$ cat src/rtl/traffic_light_intersection.sv
// Two-way intersection controller with a pedestrian walk phase inserted after the EW cycle
// whenever a request is pending. All outputs are registered decodes of the phase register.
module traffic_light_intersection #(
  parameter int unsigned GREEN_CYCLES  = 4,
  parameter int unsigned YELLOW_CYCLES = 2,
  parameter int unsigned ALLRED_CYCLES = 1,
  parameter int unsigned WALK_CYCLES   = 3,
  parameter int unsigned CNT_W         = 8
) (
  input  logic       clk,
  input  logic       reset,
  input  logic       enable,
  input  logic       ped_req,
  output logic [2:0] ns_light,
  output logic [2:0] ew_light,
  output logic       walk,
  output logic       ped_wait,
  output logic [7:0] seg
);

  typedef enum logic [2:0] {
    PhNsGreen,
    PhNsYellow,
    PhAllRedA,
    PhEwGreen,
    PhEwYellow,
    PhAllRedB,
    PhWalk
  } phase_e;

  localparam logic [2:0] LampRed    = 3'b100;
  localparam logic [2:0] LampYellow = 3'b010;
  localparam logic [2:0] LampGreen  = 3'b001;

  localparam logic [7:0] SegGreen  = 8'b01110111;
  localparam logic [7:0] SegYellow = 8'b01110110;
  localparam logic [7:0] SegRed    = 8'b00001110;
  localparam logic [7:0] SegWalk   = 8'b00111110;

  phase_e           phase_q, phase_d;
  logic [CNT_W-1:0] cnt_q, cnt_d;
  logic             ped_wait_q, ped_wait_d;
  logic [2:0]       ns_q, ns_d;
  logic [2:0]       ew_q, ew_d;
  logic             walk_q, walk_d;
  logic [7:0]       seg_q, seg_d;

  function automatic logic [CNT_W-1:0] load_val(input phase_e p);
    unique case (p)
      PhNsGreen, PhEwGreen:   load_val = CNT_W'(GREEN_CYCLES - 1);
      PhNsYellow, PhEwYellow: load_val = CNT_W'(YELLOW_CYCLES - 1);
      PhAllRedA, PhAllRedB:   load_val = CNT_W'(ALLRED_CYCLES - 1);
      PhWalk:                 load_val = CNT_W'(WALK_CYCLES - 1);
      default:                load_val = CNT_W'(GREEN_CYCLES - 1);
    endcase
  endfunction

  always_comb begin
    phase_d    = phase_q;
    cnt_d      = cnt_q;
    ped_wait_d = ped_wait_q;

    // Requests latch regardless of enable, but never while walk is already being served.
    if (phase_q != PhWalk && ped_req) ped_wait_d = 1'b1;

    if (enable) begin
      if (cnt_q == '0) begin
        unique case (phase_q)
          PhNsGreen:  phase_d = PhNsYellow;
          PhNsYellow: phase_d = PhAllRedA;
          PhAllRedA:  phase_d = PhEwGreen;
          PhEwGreen:  phase_d = PhEwYellow;
          PhEwYellow: phase_d = PhAllRedB;
          PhAllRedB:  phase_d = ped_wait_q ? PhWalk : PhNsGreen;
          PhWalk:     phase_d = PhNsGreen;
          default:    phase_d = PhNsGreen;
        endcase
        cnt_d = load_val(phase_d);
      end else begin
        cnt_d = cnt_q - 1'b1;
      end
    end

    // Entering walk services every request seen so far, including one on this very cycle.
    if (phase_q != PhWalk && phase_d == PhWalk) ped_wait_d = 1'b0;
  end

  always_comb begin
    ns_d   = LampRed;
    ew_d   = LampRed;
    walk_d = 1'b0;
    seg_d  = SegRed;
    unique case (phase_d)
      PhNsGreen: begin
        ns_d  = LampGreen;
        seg_d = SegGreen;
      end
      PhNsYellow: begin
        ns_d  = LampYellow;
        seg_d = SegYellow;
      end
      PhEwGreen:  ew_d = LampGreen;
      PhEwYellow: ew_d = LampYellow;
      PhWalk: begin
        walk_d = 1'b1;
        seg_d  = SegWalk;
      end
      default: ;
    endcase
  end

  always_ff @(posedge clk) begin
    if (reset) begin
      phase_q    <= PhNsGreen;
      cnt_q      <= CNT_W'(GREEN_CYCLES - 1);
      ped_wait_q <= 1'b0;
      ns_q       <= LampGreen;
      ew_q       <= LampRed;
      walk_q     <= 1'b0;
      seg_q      <= SegGreen;
    end else begin
      phase_q    <= phase_d;
      cnt_q      <= cnt_d;
      ped_wait_q <= ped_wait_d;
      ns_q       <= ns_d;
      ew_q       <= ew_d;
      walk_q     <= walk_d;
      seg_q      <= seg_d;
    end
  end

  assign ns_light = ns_q;
  assign ew_light = ew_q;
  assign walk     = walk_q;
  assign ped_wait = ped_wait_q;
  assign seg      = seg_q;

endmodule

$ cat config.mk
export PLATFORM = sky130hd
export DESIGN_NAME = traffic_light_intersection
export DESIGN_NICKNAME = d
export VERILOG_FILES = /design/src/rtl/traffic_light_intersection.sv
export SDC_FILE = /design/constraint.sdc
export NUM_CORES = 1
export LEC_CHECK = 0
export ABC_AREA = 1
export CAP_MARGIN = 40
export CELL_PAD_IN_SITES_DETAIL_PLACEMENT = 1
export CELL_PAD_IN_SITES_GLOBAL_PLACEMENT = 2
export CORE_MARGIN = 1.5
export CORE_UTILIZATION = 28
export DETAILED_ROUTE_END_ITERATION = 16
export PLACE_DENSITY = 0.8
export SYNTH_ARGS = -nofsm -noshare
export SYNTH_HDL_FRONTEND = slang
export SYNTH_SLANG_ARGS = --single-unit
$ cat constraint.sdc
create_clock -name clk -period 1.95 [get_ports clk]
set_clock_uncertainty 0.05 [all_clocks]
set_input_delay 0.39 -clock clk [delete_from_list [all_inputs] [get_ports clk]]
set_output_delay 0.39 -clock clk [all_outputs]
set_load 0.005 [all_outputs]
Yosys cells after proc, flatten, opt, wreduce, memory -nomap -nowiden

Index checks and enable logic that the tools add are counted.

Register bits after elaboration: 27
Latch bits: 0
Bits in writable memories: 0
Bits in read-only memories: 0
Input port bits: 4
Memories kept: 0

$add $sub $neg: 1
Multiply operators: 0
Div/mod/pow operators: 0
Order comparisons: 0
Eq/ne operators: 15
Shifts and indexed selects: 0
Muxes and demuxes: 12
Bitwise gates (word level): 0
Reductions and logical operators: 8

Operators by type and width:

| kind                                                                   | number |
|---|---|
| 3-bit equality test (second input constant)                            | 7 |
| 7-bit one-hot mux with 3 select lines                                  | 1 |
| 3-bit one-hot mux with 6 select lines                                  | 1 |
| 3-bit 2-to-1 mux                                                       | 5 |
| 3-bit by 2-bit equality test with 1-bit output (second input constant) | 4 |
| 3-bit one-hot mux with 2 select lines                                  | 2 |
| 3-bit by 1-bit equality test with 1-bit output (second input constant) | 3 |
| 8-bit logical NOT                                                      | 1 |
| 8-bit 2-to-1 mux                                                       | 1 |
| 8-bit by 1-bit subtractor with 8-bit output (second input constant)    | 1 |
| 3-bit logical NOT                                                      | 2 |
| 2-bit one-hot mux with 3 select lines                                  | 1 |
| 2-bit OR reduction                                                     | 3 |
| 3-bit != test (second input constant)                                  | 1 |
| 1-bit logical AND                                                      | 2 |
| 1-bit 2-to-1 mux                                                       | 1 |

Logic depth before layout (Yosys ltp)

Gate-level depths: netlist of run 1.

Word-level depth: 9
Depth in mapped cells: 11

Worst setup path before layout of run 1

Ideal clock, no wire load.

Path kind: register to register
Start: register cnt_q[1]
End: register ew_q[2], in the netlist ew_light[2]
Library setup time: 115 ps
Arrival time: 1,242 ps
Data required time: 1,785 ps
Setup slack: 542 ps
Cell stages (with the launch flop): 12
Path buffers: 0
Period minus slack after synthesis: 1,408 ps
Cells stage by stage: dfxtp_1 > inv_1 > ha_1 > inv_1 > nor2_1 > nand3_2 > nand2_2 > nand2_4 > inv_4 > nand2_2 > nor2_2 > nor2_1

Longest elaborated chain between the ends: 5
Elaborated cells on any way between the ends: 6
Those cells by class: 2 x eq/ne; 3 x mux; 1 x reduce/logical

Ends and longest elaborated chain:

| element                                                                                      | RTL line | text |
|---|---|---|
| start: declaration                                                                           | 41       | `logic [CNT_W-1:0] cnt_q, cnt_d;` |
| start signal: assignment                                                                     | 115      | `cnt_q <= CNT_W'(GREEN_CYCLES - 1);` |
| start signal: assignment                                                                     | 123      | `cnt_q <= cnt_d;` |
| 8-bit logical NOT (*)                                                                        | 67       | `if (cnt_q == '0) begin` |
| 3-bit 2-to-1 mux (*)                                                                         | 67       |  |
| 3-bit 2-to-1 mux (*)                                                                         | 66       | `if (enable) begin` |
| 3-bit equality test / 3-bit by 2-bit equality test with 1-bit output (equally long branches) | 93       | `unique case (phase_d)` |
| 3-bit one-hot mux with 2 select lines (*)                                                    | 93       |  |
| end signal: assignment                                                                       | 118      | `ew_q <= LampRed;` |
| end signal: assignment                                                                       | 126      | `ew_q <= ew_d;` |
| end: declaration                                                                             | 44       | `logic [2:0] ew_q, ew_d;` |

Mark *: on every way between the ends. The rest lies on a longest branch, timed or not.
A chain may end at the register's enable or synchronous reset.

Worst setup path after layout of run 1

Ends and elaborated chain as after synthesis.

==> results.cfg, run 1 <==
[run_status]
status = complete, no violations

[place]
dp_hpwl_mm = 2.075
dp_slack_ns = 0.1361
dp_cells = 209
gp_congestion = 0.7829
numPortBuffers = 16

[drt]
wl_mm = 2.672
dr.pass1.iters = 4
drc_errors = 0
avgViaCountPerCell = 4.451
postRouteAntennaNets = 0
post_drt_wl_per_cell_um = 12.54
vias = 948
drt_iter0_markers = 33

[global_routing]
track_usage_pct = 13.53
grt_pass1_wl_mm = 4.422
grt_pass1_vias = 979
grt_overflow_total = 0
antenna_found_initial = 0
grt_start_max_net_pins = 14

[yosys]
ys_types = 24
syn_area_mm2 = 0.001097
synthArstFlopShare_pct = 0
synthCells = 145
yosys_warnings = 0
ys_seq_area_share_pct = 40.14
post_synth.cell_area_avg_um2 = 7.568
ys.flop_type = dfxtp_1
synth_edf_count = 0
postSynthRegisterBits = 22

[sta]
min_period_ns = 1.627
finalCritPeriodShare_pct = 83.43
fin_ws_ns = 0.3231
setup_tns_ns = 0
clock.fmax_ghz = 0.6147
hold_ws_ns = 0.4877
hold_viol = 0
drv_slew = 0
finalSetupViolations = 0
rsz0062_at_grt = no

[floorplan]
die_w_um = 65.60
coreArea_mm2 = 0.003716
row_count = 22
die-area_mm2 = 0.004303
pin_count = 20
fp.dieH_um = 65.60
start_util_pct = 29.53

[worst_setup_path]
setup.worst_path.start_class = flop
crit_type = reg -> reg
reg2reg_from = cnt_q[1]
end_kind = flop
crit_start = cnt_q[1]
worst-path-max-fanout = 5
r2r_cells = 9
required_ns = 2.07
worstPathArrival_ns = 1.74

[power_and_ir_drop]
leakagePower_nw = 0.6023
p_per_area_mw_per_mm2 = 722.0
vdd_drop_max_v = 0.0002714

[cts]
clock_sinks = 22
post_cts_buffers = 0
cts_buffers = 3
clockBufferDepth = 2
cts_resized = 0
h-tree-depth = 1
postCtsHoldBufs = 0
clockRootBuffer = clkbuf_8
insertion_delay_ns = 0.27
clkTransAtPathRegs_ns = 0.09
cts_tree = built

[final_layout]
final_cell_mix = nand2_1, dfxtp_1, inv_1
area_growth_pct = 26.23
nFillCells = 477
mostFrequentLayoutCell = nand2_1
fin_util_pct = 37.27
finish.net_count = 172
antennaDiodeCount = 0
fin_cells = 213
layout-drive-gt1-share_pct = 20.00

[hold_path]
hold-path-cell-count = 2
min_from = cnt_q[3]
min_path_type = reg -> reg

[run]
drv_cap = 0
-- path summary, 6_finish.rpt --
check	end	slack (ns)
max	ew_light[2]	0.32
min	cnt_q[3]	0.49
max reg2reg	ew_light[2]	0.32
min reg2reg	cnt_q[3]	0.49
-- final cells by class --
class	instances	area [µm²]	share of cell area [%]
inverters	22	85.08	6.143
repair buffers	21	197.7	14.27
multi-input cells	96	530.5	38.30
well taps	48	60.06	4.336
clock inverters	1	30.03	2.168
clock buffers	3	41.29	2.981
flip-flops and latches	22	440.4	31.80
-- cell usage after synthesis, types with 3 or more instances --
cell type / number / share of area [%]
inv_2: 3 / 1.0
dfxtp_1: 22 / 40
nand3_1: 11 / 5.0
nor2_4: 3 / 3.1
nor2_2: 4 / 2.3
inv_1: 18 / 6.2
o21ai_0: 6 / 2.7
nand3_2: 3 / 2.7
nor3_1: 4 / 1.8
buf_4: 6 / 4.1
nand2_2: 7 / 4.0
nand2_1: 26 / 8.9
nor2_1: 15 / 5.1
-- kinds of logic after synthesis --
| logic type | after synthesis | synth area share (%) |
|---|---|---|
| and+or+nand+nor | 76 | 35.57 |
| xor gates and xnor gates | 2 | 1.597 |
| adders and majority gates | 2 | 2.280 |
| buffers and inverters | 28 | 11.86 |
| AOI/OAI and AO/OA | 13 | 7.868 |
| DFF | 22 | 40.14 |
| other | 2 | 0.6844 |
-- report_power, final --
part	total (mW)	leakage, nW	switching [mW]	internal [mW]
logic	0.0968	0.388	0.0570	0.0397
clock network	0.434	0.0357	0.160	0.274
registers	0.469	0.179	0.00905	0.460
total	1.00	0.602	0.226	0.774
-- through the flow --
stage                     area [µm²]  total power [mW]
final                           1385             1.000
after detailed placement        1314            0.5768
after global routing            1385             1.044
after CTS                       1385             1.011
after global placement          1314            0.5727
after floorplan                 1101            0.5448
-- worst max-delay path: stages, from the launching register on --
cell     delay [ns]
dfxtp_1        0.31
inv_1          0.14
ha_1           0.25
inv_1          0.06
nor2_1         0.13
nand3_2        0.14
nand2_1        0.11
nand3_1        0.11
nor2_1         0.17
nor2_1         0.06
-- sequential cells by signal, indices dropped and copies added, names as in the netlist --
signal and count:
ew_light 3, seg 4, ped_wait 1, cnt_q 8
phase_q 3, walk 1, ns_light 2
-- layer usage --
| layer | track usage (%) | vias to the layer above | wire length (µm) |
|---|---|---|---|
| li1 | - | 481 | - |
| met1 | 17.51 | 447 | 1293 |
| met2 | 22.45 | 18 | 1285 |
| met3 | 3.082 | 2 | 71 |
| met4 | 3.906 | 0 | 21 |
| met5 | 0 | - | 0 |
Note: power is estimated with default switching activity, not from simulation.
==> inputs of run 2 (changes only) <==
Clock period 1.95 ns to 1.7 ns, I/O delays scaled along.
==> run 2 against run 1 <==
  * Global-route usage is essentially flat
  * First-iteration DRC count grew 21%
  * Cell count grew 1.4%
  * Non-clock buffer count grew 3
  * Sequential share of layout area shrank 0.89 points
  * Hold slack is essentially flat
  * Clock power grew 16%
  * Wire length shrank 1.8%
  * Critical path type unchanged
  * Highest routed layer unchanged
==> results.cfg, run 2 (synthesis gave the netlist of run 1 again) <==
[global_routing]
use_met1_pct = 17.26
grt_pass1_vias = 975
antenna_found_initial = 0
grt_pass1_wl_mm = 4.381
use_met2_pct = 21.94
grt_overflow_total = 0
top_usage_layer = met2
grt_start_max_net_pins = 14
gr-usage-met3_pct = 2.568
track_usage_pct = 13.52

[worst_setup_path]
worstPathArrival_ns = 1.67
crit_type = reg -> reg
crit_chain = inv_1, ha_4, inv_1, nor2_1, nand3_2, nand2_1, nand3_1, nor2_2, nor2_1
required_ns = 1.82
cp_slowest_cell = dfxtp_1
r2r_cells = 9
end_kind = flop
setup.worst_path.start_class = flop
worst_path_largest_cell_delay_ns = 0.34
worst-path-max-fanout = 5

[run_status]
status = complete, no violations

[cts]
insertion_delay_ns = 0.27
cts_tree = built
clockBufferDepth = 2
clock_sinks = 22
clkTransAtPathRegs_ns = 0.09
clockRootBuffer = clkbuf_8
cts_buffers = 3
postCtsHoldBufs = 0
post_cts_buffers = 0
h-tree-depth = 1
cts_resized = 0

[power_and_ir_drop]
p_per_area_mw_per_mm2 = 814.1
vdd_drop_max_v = 0.0003607
leakagePower_nw = 0.6155

[floorplan]
die_w_um = 65.60
coreArea_mm2 = 0.003716
start_util_pct = 29.53
row_count = 22
pin_count = 20
fp.dieH_um = 65.60
die-area_mm2 = 0.004303

[sta]
min_period_ns = 1.549
fin_ws_ns = 0.1510
clock.fmax_ghz = 0.6456
finalSetupViolations = 0
drv_slew = 0
hold_viol = 0
finalCritPeriodShare_pct = 91.12
hold_ws_ns = 0.4882

[hold_path]
min_path_type = reg -> reg
hold-path-cell-count = 2

[drt]
dr.pass1.iters = 4
vias = 948
postRouteAntennaNets = 0
drt_iter0_markers = 40
drc_errors = 0
wl_mm = 2.624
avgViaCountPerCell = 4.389
post_drt_wl_per_cell_um = 12.15

[place]
dp_slack_ns = -0.05012
dp_hpwl_mm = 2.082
numPortBuffers = 16
gp_congestion = 0.7740
place_area_mm2 = 0.001336
dp_cells = 212

[final_layout]
largest_reg_flops = 8
antennaDiodeCount = 0
fin_cells = 216
final_cell_mix = nand2_1, dfxtp_1, inv_1
fin_area_mm2 = 0.001425
top_register = cnt_q
mostFrequentLayoutCell = nand2_1
area_growth_pct = 29.87
finish.net_count = 175
layout-drive-gt1-share_pct = 23.21

[run]
drv_cap = 0
[run 2: critical path, delay by kind of cell, from the launching register on]
family	cells	cell delay, ns
flip-flops	1	0.34
AND/OR/NAND/NOR	6	0.71
adder cells (fa/ha/maj)	1	0.18
buffers and inverters	2	0.18
[run 2: metal layers]
metal	share of wire, %	vias to the layer above	wire, µm
met3	2.5	5	66
li1	-	494	-
met4	1.9	0	49
met2	47	13	1242
met5	0	-	0
met1	48	436	1265
[run 2: where the power goes]
part	internal (mW)	total [mW]	switching [mW]
Sequential	0.527	0.538	0.0105
Clock	0.315	0.502	0.187
Combinational	0.0528	0.121	0.0679
[run 2: cell type report]
| class | count | area [µm²] |
|---|---|---|
| Clock buffer | 3 | 41.29 |
| Clock inverter | 1 | 30.03 |
| Fill cell | 462 | 2291 |
| Inverter | 22 | 85.08 |
| Multi-Input combinational cell | 96 | 548.0 |
| Sequential cell | 22 | 440.4 |
| Tap cell | 48 | 60.06 |
| Timing Repair Buffer | 24 | 220.2 |
[run 2: worst paths after layout]
| check | start | to | slack, ns |
|---|---|---|---|
| worst max-delay path | cnt_q[0] | ew_light[2] | 0.15 |
| worst min-delay path | cnt_q[5] | cnt_q[5] | 0.49 |
| worst max register to register | cnt_q[0] | ew_light[2] | 0.15 |
| worst min register to register | cnt_q[5] | cnt_q[5] | 0.49 |
[run 2: through the flow]
stage	total power [mW]	utilization (%)	TNS [ns]
5_1_grt	1.213	38.35	-0.001276
2_1_floorplan	0.6249	-	0
4_1_cts	1.161	37.88	0
3_3_place_gp	0.6627	35.96	-0.03042
6_report	1.160	38.35	0
3_5_place_dp	0.6680	35.96	-0.09780
